$ cat config.mk
export PLATFORM = sky130hd
export DESIGN_NAME = uart_tx_arbiter
export DESIGN_NICKNAME = d
export VERILOG_FILES = /design/src/rtl/uart_tx_arbiter_pkg.sv /design/src/rtl/sync_fifo.sv /design/src/rtl/uart_tx_arbiter.sv
export SDC_FILE = /design/constraint.sdc
export NUM_CORES = 1
export LEC_CHECK = 0
export ABC_AREA = 1
export BUFFER_PORTS_ARGS = -buffer_cell sky130_fd_sc_hd__buf_2
export CAP_MARGIN = 15
export CORE_UTILIZATION = 63
export CTS_CLUSTER_DIAMETER = 150
export DETAILED_ROUTE_END_ITERATION = 16
export PLACE_DENSITY = 0.84
export RECOVER_POWER = 25
export SYNTH_ARGS = -nofsm -noshare
export SYNTH_HDL_FRONTEND = slang
export SYNTH_SLANG_ARGS = --single-unit
$ cat constraint.sdc
create_clock -name clk -period 4.4 [get_ports clk]
set_input_delay 0.44 -clock clk [delete_from_list [all_inputs] [get_ports clk]]
set_output_delay 0.44 -clock clk [all_outputs]
set_load 0.01 [all_outputs]
$ cat src/rtl/uart_tx_arbiter_pkg.sv
// Shared definitions for the UART transmit arbiter: sequencer state encoding,
// default sizing constants and a small id-width helper.
package uart_tx_arbiter_pkg;

    localparam int unsigned ARB_DEPTH_DEFAULT   = 32'd8;
    localparam int unsigned ARB_TIMEOUT_DEFAULT = 32'd4096;

    typedef enum logic {
        ARB_IDLE = 1'b0,
        ARB_BUSY = 1'b1
    } arb_state_e;

    // Width of a field able to name n sources; a single source still gets one bit.
    function automatic int unsigned id_width(input int unsigned n);
        return (n > 32'd1) ? $clog2(n) : 32'd1;
    endfunction

endpackage

$ cat src/rtl/sync_fifo.sv
// Synchronous FIFO with simultaneous push/pop (also when full) and no
// write-to-read bypass; occupancy is reported as a full-range count.
module sync_fifo
    import uart_tx_arbiter_pkg::*;
#(
    parameter int unsigned WIDTH = 32'd8,
    parameter int unsigned DEPTH = ARB_DEPTH_DEFAULT
) (
    input  logic                   clk,
    input  logic                   rst,
    input  logic                   push,
    input  logic                   pop,
    input  logic [WIDTH-1:0]       din,
    output logic [WIDTH-1:0]       dout,
    output logic [$clog2(DEPTH):0] count,
    output logic                   full,
    output logic                   empty
);

    localparam int unsigned AW = $clog2(DEPTH);
    localparam int unsigned CW = AW + 32'd1;

    logic [WIDTH-1:0] mem_q [DEPTH];
    logic [AW-1:0]    wr_ptr_q, wr_ptr_d;
    logic [AW-1:0]    rd_ptr_q, rd_ptr_d;
    logic [CW-1:0]    count_q, count_d;
    logic             push_ok_s;
    logic             pop_ok_s;

    assign full  = (count_q == CW'(DEPTH));
    assign empty = (count_q == '0);
    assign count = count_q;
    assign dout  = mem_q[rd_ptr_q];

    // Qualify requests and advance pointers; a pop frees the slot a full push needs.
    always_comb begin
        pop_ok_s  = pop && !empty;
        push_ok_s = push && (!full || pop_ok_s);
        wr_ptr_d  = push_ok_s ? (wr_ptr_q + AW'(1)) : wr_ptr_q;
        rd_ptr_d  = pop_ok_s  ? (rd_ptr_q + AW'(1)) : rd_ptr_q;
        count_d   = count_q + CW'(push_ok_s) - CW'(pop_ok_s);
    end

    // Pointer and occupancy state.
    always_ff @(posedge clk) begin
        if (rst) begin
            wr_ptr_q <= '0;
            rd_ptr_q <= '0;
            count_q  <= '0;
        end else begin
            wr_ptr_q <= wr_ptr_d;
            rd_ptr_q <= rd_ptr_d;
            count_q  <= count_d;
        end
    end

    // Storage is not reset: entries are only ever read once the count covers them.
    always_ff @(posedge clk) begin
        if (push_ok_s) begin
            mem_q[wr_ptr_q] <= din;
        end
    end

endmodule

$ cat src/rtl/uart_tx_arbiter.sv
// Round-robin arbiter sharing one uart_tx_8n1 between NREQ byte producers,
// with a byte FIFO and a load/wait sequencer driving senddata/txbyte.
module uart_tx_arbiter
    import uart_tx_arbiter_pkg::*;
#(
    parameter int unsigned NREQ    = 32'd2,
    parameter int unsigned DEPTH   = ARB_DEPTH_DEFAULT,
    parameter int unsigned TIMEOUT = ARB_TIMEOUT_DEFAULT
) (
    input  logic                          clk,
    input  logic                          rst,
    input  logic [NREQ-1:0]               req_valid,
    input  logic [8*NREQ-1:0]             req_data,
    output logic [NREQ-1:0]               req_ready,
    output logic [7:0]                    txbyte,
    output logic                          senddata,
    input  logic                          txdone,
    output logic [id_width(NREQ)-1:0]     tx_src,
    output logic                          busy,
    output logic [$clog2(DEPTH):0]        fifo_count,
    output logic [15:0]                   sent_count,
    output logic                          tx_timeout
);

    localparam int unsigned SW = id_width(NREQ);
    localparam int unsigned CW = $clog2(DEPTH) + 32'd1;
    localparam int unsigned TW = $clog2(TIMEOUT);
    localparam int unsigned EW = SW + 32'd8;

    arb_state_e     state_q, state_d;
    logic [7:0]     txbyte_q, txbyte_d;
    logic [SW-1:0]  tx_src_q, tx_src_d;
    logic           senddata_q, senddata_d;
    logic [TW-1:0]  timer_q, timer_d;
    logic [15:0]    sent_q, sent_d;
    logic           tmo_q, tmo_d;
    logic [SW-1:0]  rr_ptr_q, rr_ptr_d;

    logic           grant_found_s;
    logic [SW-1:0]  grant_idx_s;
    logic [NREQ-1:0] req_ready_s;
    logic           push_s;
    logic           pop_s;
    logic           done_s;
    logic [EW-1:0]  fifo_din_s;
    logic [EW-1:0]  fifo_dout_s;
    logic [CW-1:0]  fifo_count_s;
    logic           fifo_full_s;
    logic           fifo_empty_s;

    function automatic logic [SW-1:0] rr_index(input logic [SW-1:0] base, input int unsigned k);
        return SW'((32'(base) + k) % NREQ);
    endfunction

    sync_fifo #(
        .WIDTH (EW),
        .DEPTH (DEPTH)
    ) u_fifo (
        .clk   (clk),
        .rst   (rst),
        .push  (push_s),
        .pop   (pop_s),
        .din   (fifo_din_s),
        .dout  (fifo_dout_s),
        .count (fifo_count_s),
        .full  (fifo_full_s),
        .empty (fifo_empty_s)
    );

    // First valid requester at or after rr_ptr, wrapping modulo NREQ.
    always_comb begin
        grant_found_s = 1'b0;
        grant_idx_s   = '0;
        for (int k = 0; k < int'(NREQ); k++) begin
            if (!grant_found_s && req_valid[rr_index(rr_ptr_q, k)]) begin
                grant_found_s = 1'b1;
                grant_idx_s   = rr_index(rr_ptr_q, k);
            end else begin
                grant_found_s = grant_found_s;
            end
        end
    end

    // Grant only when the FIFO can take the byte this cycle; held off during reset.
    always_comb begin
        req_ready_s = '0;
        push_s      = 1'b0;
        if (grant_found_s && (!fifo_full_s || pop_s) && !rst) begin
            req_ready_s[grant_idx_s] = 1'b1;
            push_s                   = 1'b1;
        end else begin
            push_s = 1'b0;
        end
        rr_ptr_d   = push_s ? SW'((32'(grant_idx_s) + 32'd1) % NREQ) : rr_ptr_q;
        fifo_din_s = {grant_idx_s, req_data[{grant_idx_s, 3'b000} +: 8]};
    end

    // Sequencer next state; a frame cannot finish in the cycle it is started.
    always_comb begin
        state_d    = state_q;
        txbyte_d   = txbyte_q;
        tx_src_d   = tx_src_q;
        senddata_d = 1'b0;
        timer_d    = timer_q;
        sent_d     = sent_q;
        tmo_d      = tmo_q;
        pop_s      = 1'b0;
        done_s     = txdone && !senddata_q;
        case (state_q)
            ARB_IDLE: begin
                timer_d = '0;
                if (!fifo_empty_s) begin
                    txbyte_d   = fifo_dout_s[7:0];
                    tx_src_d   = fifo_dout_s[EW-1:8];
                    senddata_d = 1'b1;
                    pop_s      = 1'b1;
                    state_d    = ARB_BUSY;
                end else begin
                    state_d = ARB_IDLE;
                end
            end
            ARB_BUSY: begin
                if (done_s) begin
                    sent_d  = sent_q + 16'd1;
                    timer_d = '0;
                    if (!fifo_empty_s) begin
                        txbyte_d   = fifo_dout_s[7:0];
                        tx_src_d   = fifo_dout_s[EW-1:8];
                        senddata_d = 1'b1;
                        pop_s      = 1'b1;
                        state_d    = ARB_BUSY;
                    end else begin
                        state_d = ARB_IDLE;
                    end
                end else if (timer_q == TW'(TIMEOUT - 32'd1)) begin
                    tmo_d   = 1'b1;
                    timer_d = '0;
                    state_d = ARB_IDLE;
                end else begin
                    timer_d = timer_q + TW'(1);
                end
            end
            default: begin
                timer_d = '0;
                state_d = ARB_IDLE;
            end
        endcase
    end

    // Sequencer, output and round-robin registers.
    always_ff @(posedge clk) begin
        if (rst) begin
            state_q    <= ARB_IDLE;
            txbyte_q   <= 8'h00;
            tx_src_q   <= '0;
            senddata_q <= 1'b0;
            timer_q    <= '0;
            sent_q     <= 16'h0000;
            tmo_q      <= 1'b0;
            rr_ptr_q   <= '0;
        end else begin
            state_q    <= state_d;
            txbyte_q   <= txbyte_d;
            tx_src_q   <= tx_src_d;
            senddata_q <= senddata_d;
            timer_q    <= timer_d;
            sent_q     <= sent_d;
            tmo_q      <= tmo_d;
            rr_ptr_q   <= rr_ptr_d;
        end
    end

    assign req_ready  = req_ready_s;
    assign txbyte     = txbyte_q;
    assign tx_src     = tx_src_q;
    assign senddata   = senddata_q;
    assign busy       = (state_q == ARB_BUSY) || !fifo_empty_s;
    assign fifo_count = fifo_count_s;
    assign sent_count = sent_q;
    assign tx_timeout = tmo_q;

endmodule

-- Word level (Yosys, flattened, before mapping)
Memories as Yosys holds them, arrays and structs flattened. A register that Yosys moved wholly into a read port is not among the register bits.
Index checks and enable logic that the tools add are counted.
- memories kept: 1
- output and inout port bits: 34
- register bits: 51
- bits in latches: 0
- bits in read-only memories: 0
- word-level logic and storage cells: 79
- input bits: 21
- memory bits (writable): 72
- memory list (memory ; depth ; width ; read ports ; clocked after memory_dff ; wr ports ; line ; text):
    u_fifo.mem_q ; 8 ; 9 ; 1 ; 1 ; 1 ; sync_fifo.sv:23 ; logic [WIDTH-1:0] mem_q [DEPTH];
- bitwise logic cells: 2
- divide/modulo/power cells: 0
- muxes and demuxes: 31
- reductions and logical operators: 18
- shifts and indexed selects: 1
- order comparisons: 4
- equal/unequal tests: 3
- add/subtract/negate cells: 8
- multipliers: 0
- operator list (kind ; count):
    $mux 12 ; 2
    $pmux 12 s2 ; 1
    $mux 1 ; 18
    $add 16x1->16 const B ; 1
    $mux 8 ; 2
    $pmux 8 s2 ; 1
    $shiftx 16x5->8 ; 1
    $add 12x1->12 const B ; 1
    $eq 12x12->1 const B ; 1
    $logic_and 1x1->1 ; 7
    $add 3x1->3 const B ; 2
    $lt 1x2->1 const B ; 3
    $mux 3 ; 2
    $pmux 1 s2 ; 3
    $logic_not 1->1 ; 5
    $add 4x1->4 ; 1
    $eq 4x4->1 const B ; 1
    $logic_not 4->1 ; 1
    $sub 4x1->4 ; 1
    $logic_or 1x1->1 ; 3
    $reduce_and 3->1 ; 1
    $add 1x1->1 const B ; 2
    $mux 2 ; 1
    $ne 2x1->1 const B ; 1
    other kinds (4) ; 5

-- Depth between registers and ports, before layout
- word-level depth: 12
- depth in mapped cells: 15

-- Cells and area by module
From an unflattened synthesis, not the netlist that was laid out.
- cells, all modules: 588
- area total of the unflattened synthesis: 5466.5 µm²
- by module, submodules not included (module ; instances ; cells an instance ; area an instance (µm²)):
    sync_fifo ; 1 ; 313 ; 3550.9
    uart_tx_arbiter ; 1 ; 275 ; 1915.6

-- Worst setup path after synthesis
Ideal clock, no wire load.
- path kind: register to register
- start point: register u_fifo.count_q[2] (netlist: u_fifo.count[2])
- end point: register u_fifo.count_q[2] (netlist: u_fifo.count[2])
- required time: 4.272 ns
- path slack: 2.271 ns
- setup time: 0.128 ns
- cell stages (with the launch flop): 14
- period minus slack after synthesis: 2.129 ns
- arrival: 2.002 ns
- path through: dfxtp_1 > inv_1 > ha_1 > nand2_2 > nand2_4 > inv_2 > buf_4 > ha_1 > inv_1 > ha_1 > inv_1 > fa_1 > xor2_1 > nor2_1
- elaborated cells on any way between the ends: 16
- classes of those cells: add/sub (2); eq/ne (1); mux (4); reduce/logical (9)
- RTL lines (element ; line ; text):
    start: declaration ; sync_fifo.sv:26 ; logic [CW-1:0] count_q, count_d;
    start signal: assignment ; sync_fifo.sv:53 ; count_q <= count_d;
    $logic_not 4->1 (*) ; sync_fifo.sv:31 ; assign empty = (count_q == '0);
    $mux 1 ; uart_tx_arbiter.sv:112, uart_tx_arbiter.sv:126 ;
    $mux 1 ; uart_tx_arbiter.sv:123 ; if (done_s) begin
    $pmux 1 s2 ; uart_tx_arbiter.sv:109 ; case (state_q)
    $logic_and 1x1->1 (*) ; sync_fifo.sv:37 ; pop_ok_s = pop && !empty;
    net u_fifo.pop_ok_s ; sync_fifo.sv:28 ; logic pop_ok_s;
    $logic_or 1x1->1 ; sync_fifo.sv:38 ; push_ok_s = push && (!full || pop_ok_s);
    $logic_and 1x1->1 ; sync_fifo.sv:38 ;
    $add 4x1->4 ; sync_fifo.sv:41 ; count_d = count_q + CW'(push_ok_s) - CW'(pop_ok_s);
    $sub 4x1->4 (*) ; sync_fifo.sv:41 ;
The timed path passes the listed nets; every way through them passes the cells marked *.
A chain may end at the register's enable or synchronous reset.

-- Final worst setup path
- start point: register u_fifo.count_q[2] (netlist: u_fifo.count[2])
- end point: register u_fifo.count_q[3] (netlist: u_fifo.count[3])
- word-level cells in the longest chain between the ends: 11
- elaborated cells on any way between the ends: 16
- classes of those cells: add/sub (2); eq/ne (1); mux (4); reduce/logical (9)
- ends and longest elaborated chain (element ; line ; text):
    $logic_not 4->1 ; sync_fifo.sv:31 ;
    $mux 1 ; uart_tx_arbiter.sv:112, uart_tx_arbiter.sv:126 ;
    $mux 1 ; uart_tx_arbiter.sv:123 ;
    $pmux 1 s2 ; uart_tx_arbiter.sv:109 ;
    $logic_or 1x1->1 ; uart_tx_arbiter.sv:88 ; if (grant_found_s && (!fifo_full_s || pop_s) && !rst) begin
    $logic_and 1x1->1 (2 in series) ; uart_tx_arbiter.sv:88 ;
    $mux 1 ; uart_tx_arbiter.sv:88 ;
    $logic_and 1x1->1 ; sync_fifo.sv:38 ;
    $add 4x1->4 ; sync_fifo.sv:41 ;
    $sub 4x1->4 (*) ; sync_fifo.sv:41 ;
Every way passes the cells marked *; elsewhere a longest branch is shown, timed or not.

==> results.cfg <==
[run_status]
status = complete, no violations

[floorplanning]
dieHeight_um = 96.6
initial_core_util_pct = 64.9
ios = 55
coreArea_um2 = 8680
die_w_um = 96.6
dieArea_um2 = 9320
fp-row-count = 34

[sta]
setup_tns_ps = 0
tightestPinTransition_ps = 823
final_hold_viol_count = 0
finalCriticalPeriod_ps = 2780
drv_slew = 0
fin_hold_ws_ps = 351
rsz0062_at_grt = false
max_freq_mhz = 359
skew_ps = 11.2
slew_headroom_pct = 44.9
fin_crit_sh_pct = 63.2
finalSetupViolations = 0

[global_route]
grt-ovfl-total = 0
grt_usage_pct = 29.0
first_global_vias = 4293
grt_start_max_net_pins = 38
antenna_found_initial = 0
grt_pass1_wl_um = 19500

[logic_synthesis]
ys_seq_elements = 126
syn-num-nets = 670
synth_top_cell_area_share_pct = 38.4
yosysWarnings = 0
ys_seq_area_share_pct = 57.6
synth_area_leader_cell = edfxtp_1
synthTopCellsByArea = edfxtp_1, dfxtp_1, nand2_1, inv_1, nand3_1
postSynthCellCount = 638
syn_area_per_cell_um2 = 8.83
ys_types = 34
syn_area_um2 = 5630

[worst_setup_path]
cp_max_fo = 16
slowest_delay_ps = 450
cp_slowest_cell = inv_1
crit_start = u_fifo.count[2]$_SDFF_PP0_
start_kind = flip-flop
critical_path_buf_inv_count = 3
path_cells = inv_1 > ha_1 > nand2_2 > nand2_1 > inv_1 > ha_1 > inv_1 > ha_1 > nand2_1 > nor2_1 > a211oi_1 > nand2_1 > nand2_1 > nor2_1
crit_path_frequent_cell = nand2_1
cp_top_family = adder cells
cp.arrival_ps = 3190
required_ps = 4810
r2r-start = u_fifo.count[2]$_SDFF_PP0_
reg2reg_setup_slack_ps = 1620
critPathKind = reg -> reg
endpoint_kind = flip-flop

[clocking]
clkLatencyLatePin_ps = 520
root_buffer = clkbuf_8
cts.repair.resized = 0
cts_made_buffers = 17
post-cts-setup-buffers = 0
cts_buffer_depth = 2
hold_buffers = 0
clock_sinks = 126
cts_max_level = 4
tritoncts = yes
clk_pin_slew_ps = 60

[drt]
drcViolationCount = 0
vias_per_cell = 5.46
first_pass_iters = 5
wire_per_inst_um = 15.4
drt_iter0_drc = 286
drt_wl_total_um = 12600
vias = 4452
ant_nets = 0

[layout]
nNetsFinal = 726
antenna_cells = 0
final_core_util_pct = 73.8
area_growth_pct = 13.7
drive_above_1_share_pct = 9.19
fill_cells = 624
design_area_um2 = 6400

[place]
port_buffers = 54
hpwl_um = 8100
place_congestion = 0.836
postPlaceCellArea_um2 = 5940

[min_path]
hold_class = in -> reg
hp-start = txdone

[power_and_ir_drop]
ir_worst_vdd_uv = 289
power_density_nw_per_um2 = 589
p_leak_nw = 2.74

[run]
maxCapViolations = 0
[flip-flops by register name, indices dropped and copies added, names as in the netlist, 3 cells and up, named ones only]
register and count:
u_fifo.count 4, timer_q 12, u_fifo.rd_ptr_q 3, u_fifo.wr_ptr_q 3
txbyte 8, u_fifo.mem_q 72, sent_count 16
[cell usage after synthesis (all sizes together)]
cell,count
or2,2
clkbuf,3
nand4,6
nor2,70
and2,1
o21ai,10
a211oi,2
nor3b,1
fa,1
clkinv,1
nand3,70
a21oi,19
ha,10
buf,15
inv,100
nor3,8
dfxtp,54
o21bai,1
edfxtp,72
xor2,9
xnor2,1
nand2,182
[worst register-to-register path: stages (launching register included)]
cell and delay [ps]:
dfxtp_1 350, inv_1 90, ha_1 220, nand2_2 70
nand2_1 290, inv_1 450, ha_1 300, inv_1 60
ha_1 260, nand2_1 70, nor2_1 40, a211oi_1 260
nand2_1 80, nand2_1 70, nor2_1 60
[layout by cell type (no fill, tap or decap), types with 3 or more instances in the layout]
cell type,instances
nand3_1,69
buf_2,24
clkinvlp_4,5
nor2_1,69
clkbuf_16,16
clkinv_1,3
nor3_1,8
nand2_1,180
dfxtp_1,54
ha_1,10
nand4_1,6
a21oi_1,19
edfxtp_1,72
inv_1,98
clkbuf_1,30
o21ai_0,9
xor2_1,9
inv_6,4
[metal layers]
layer	vias up	global-route usage, %	routed length [µm]
met5	-	0	0
met4	0	15.8	382
met3	39	7.43	906
met2	215	50.2	6550
met1	2056	32.6	4760
li1	2142	-	-
[cell type report]
type                    count  area [µm²]  area share (%)
clock buffers              17         414            6.47
clock inverters            15         160            2.50
inverters                 101         382            5.96
multi-input cells         393        1830            28.6
flip-flops and latches    126        3240            50.7
well taps                 108         135            2.11
repair buffers             55         240            3.75
[final timing paths]
kind                                 to  cells past startpoint
min reg2reg       timer_q[0]$_SDFF_PP0_                      1
max          u_fifo.count[3]$_SDFF_PP0_                     14
max reg2reg  u_fifo.count[3]$_SDFF_PP0_                     14
min             tx_timeout$_SDFFE_PP0P_                      6
[kinds of logic after synthesis]
| group | after synthesis | synth area share (%) |
|---|---|---|
| AND/OR/NAND/NOR | 340 | 26.6 |
| flip-flops | 126 | 57.6 |
| buffers and inverters | 119 | 8.60 |
| AO/OA/AOI/OAI | 32 | 3.11 |
| adder cells (fa/ha/maj) | 11 | 2.58 |
| XOR/XNOR | 10 | 1.55 |
[power by group]
group / switching (mW) / total, mW / leakage [nW] / internal [mW]
clock network: 0.532 / 1.34 / 0.265 / 0.812
logic: 0.642 / 0.933 / 1.37 / 0.292
registers: 0.103 / 1.49 / 1.10 / 1.39
[stage by stage]
stage / setup slack, ps / power (mW) / std cells
final: 1620 / 3.77 / 815
after global routing: 1400 / 3.97 / 815
after CTS: 1700 / 3.82 / 815
after detailed placement: 1960 / 2.46 / 783
after global placement: 2130 / 2.41 / 783
after floorplan: 2270 / 2.21 / 638
Note: power is estimated with default switching activity, not from simulation.
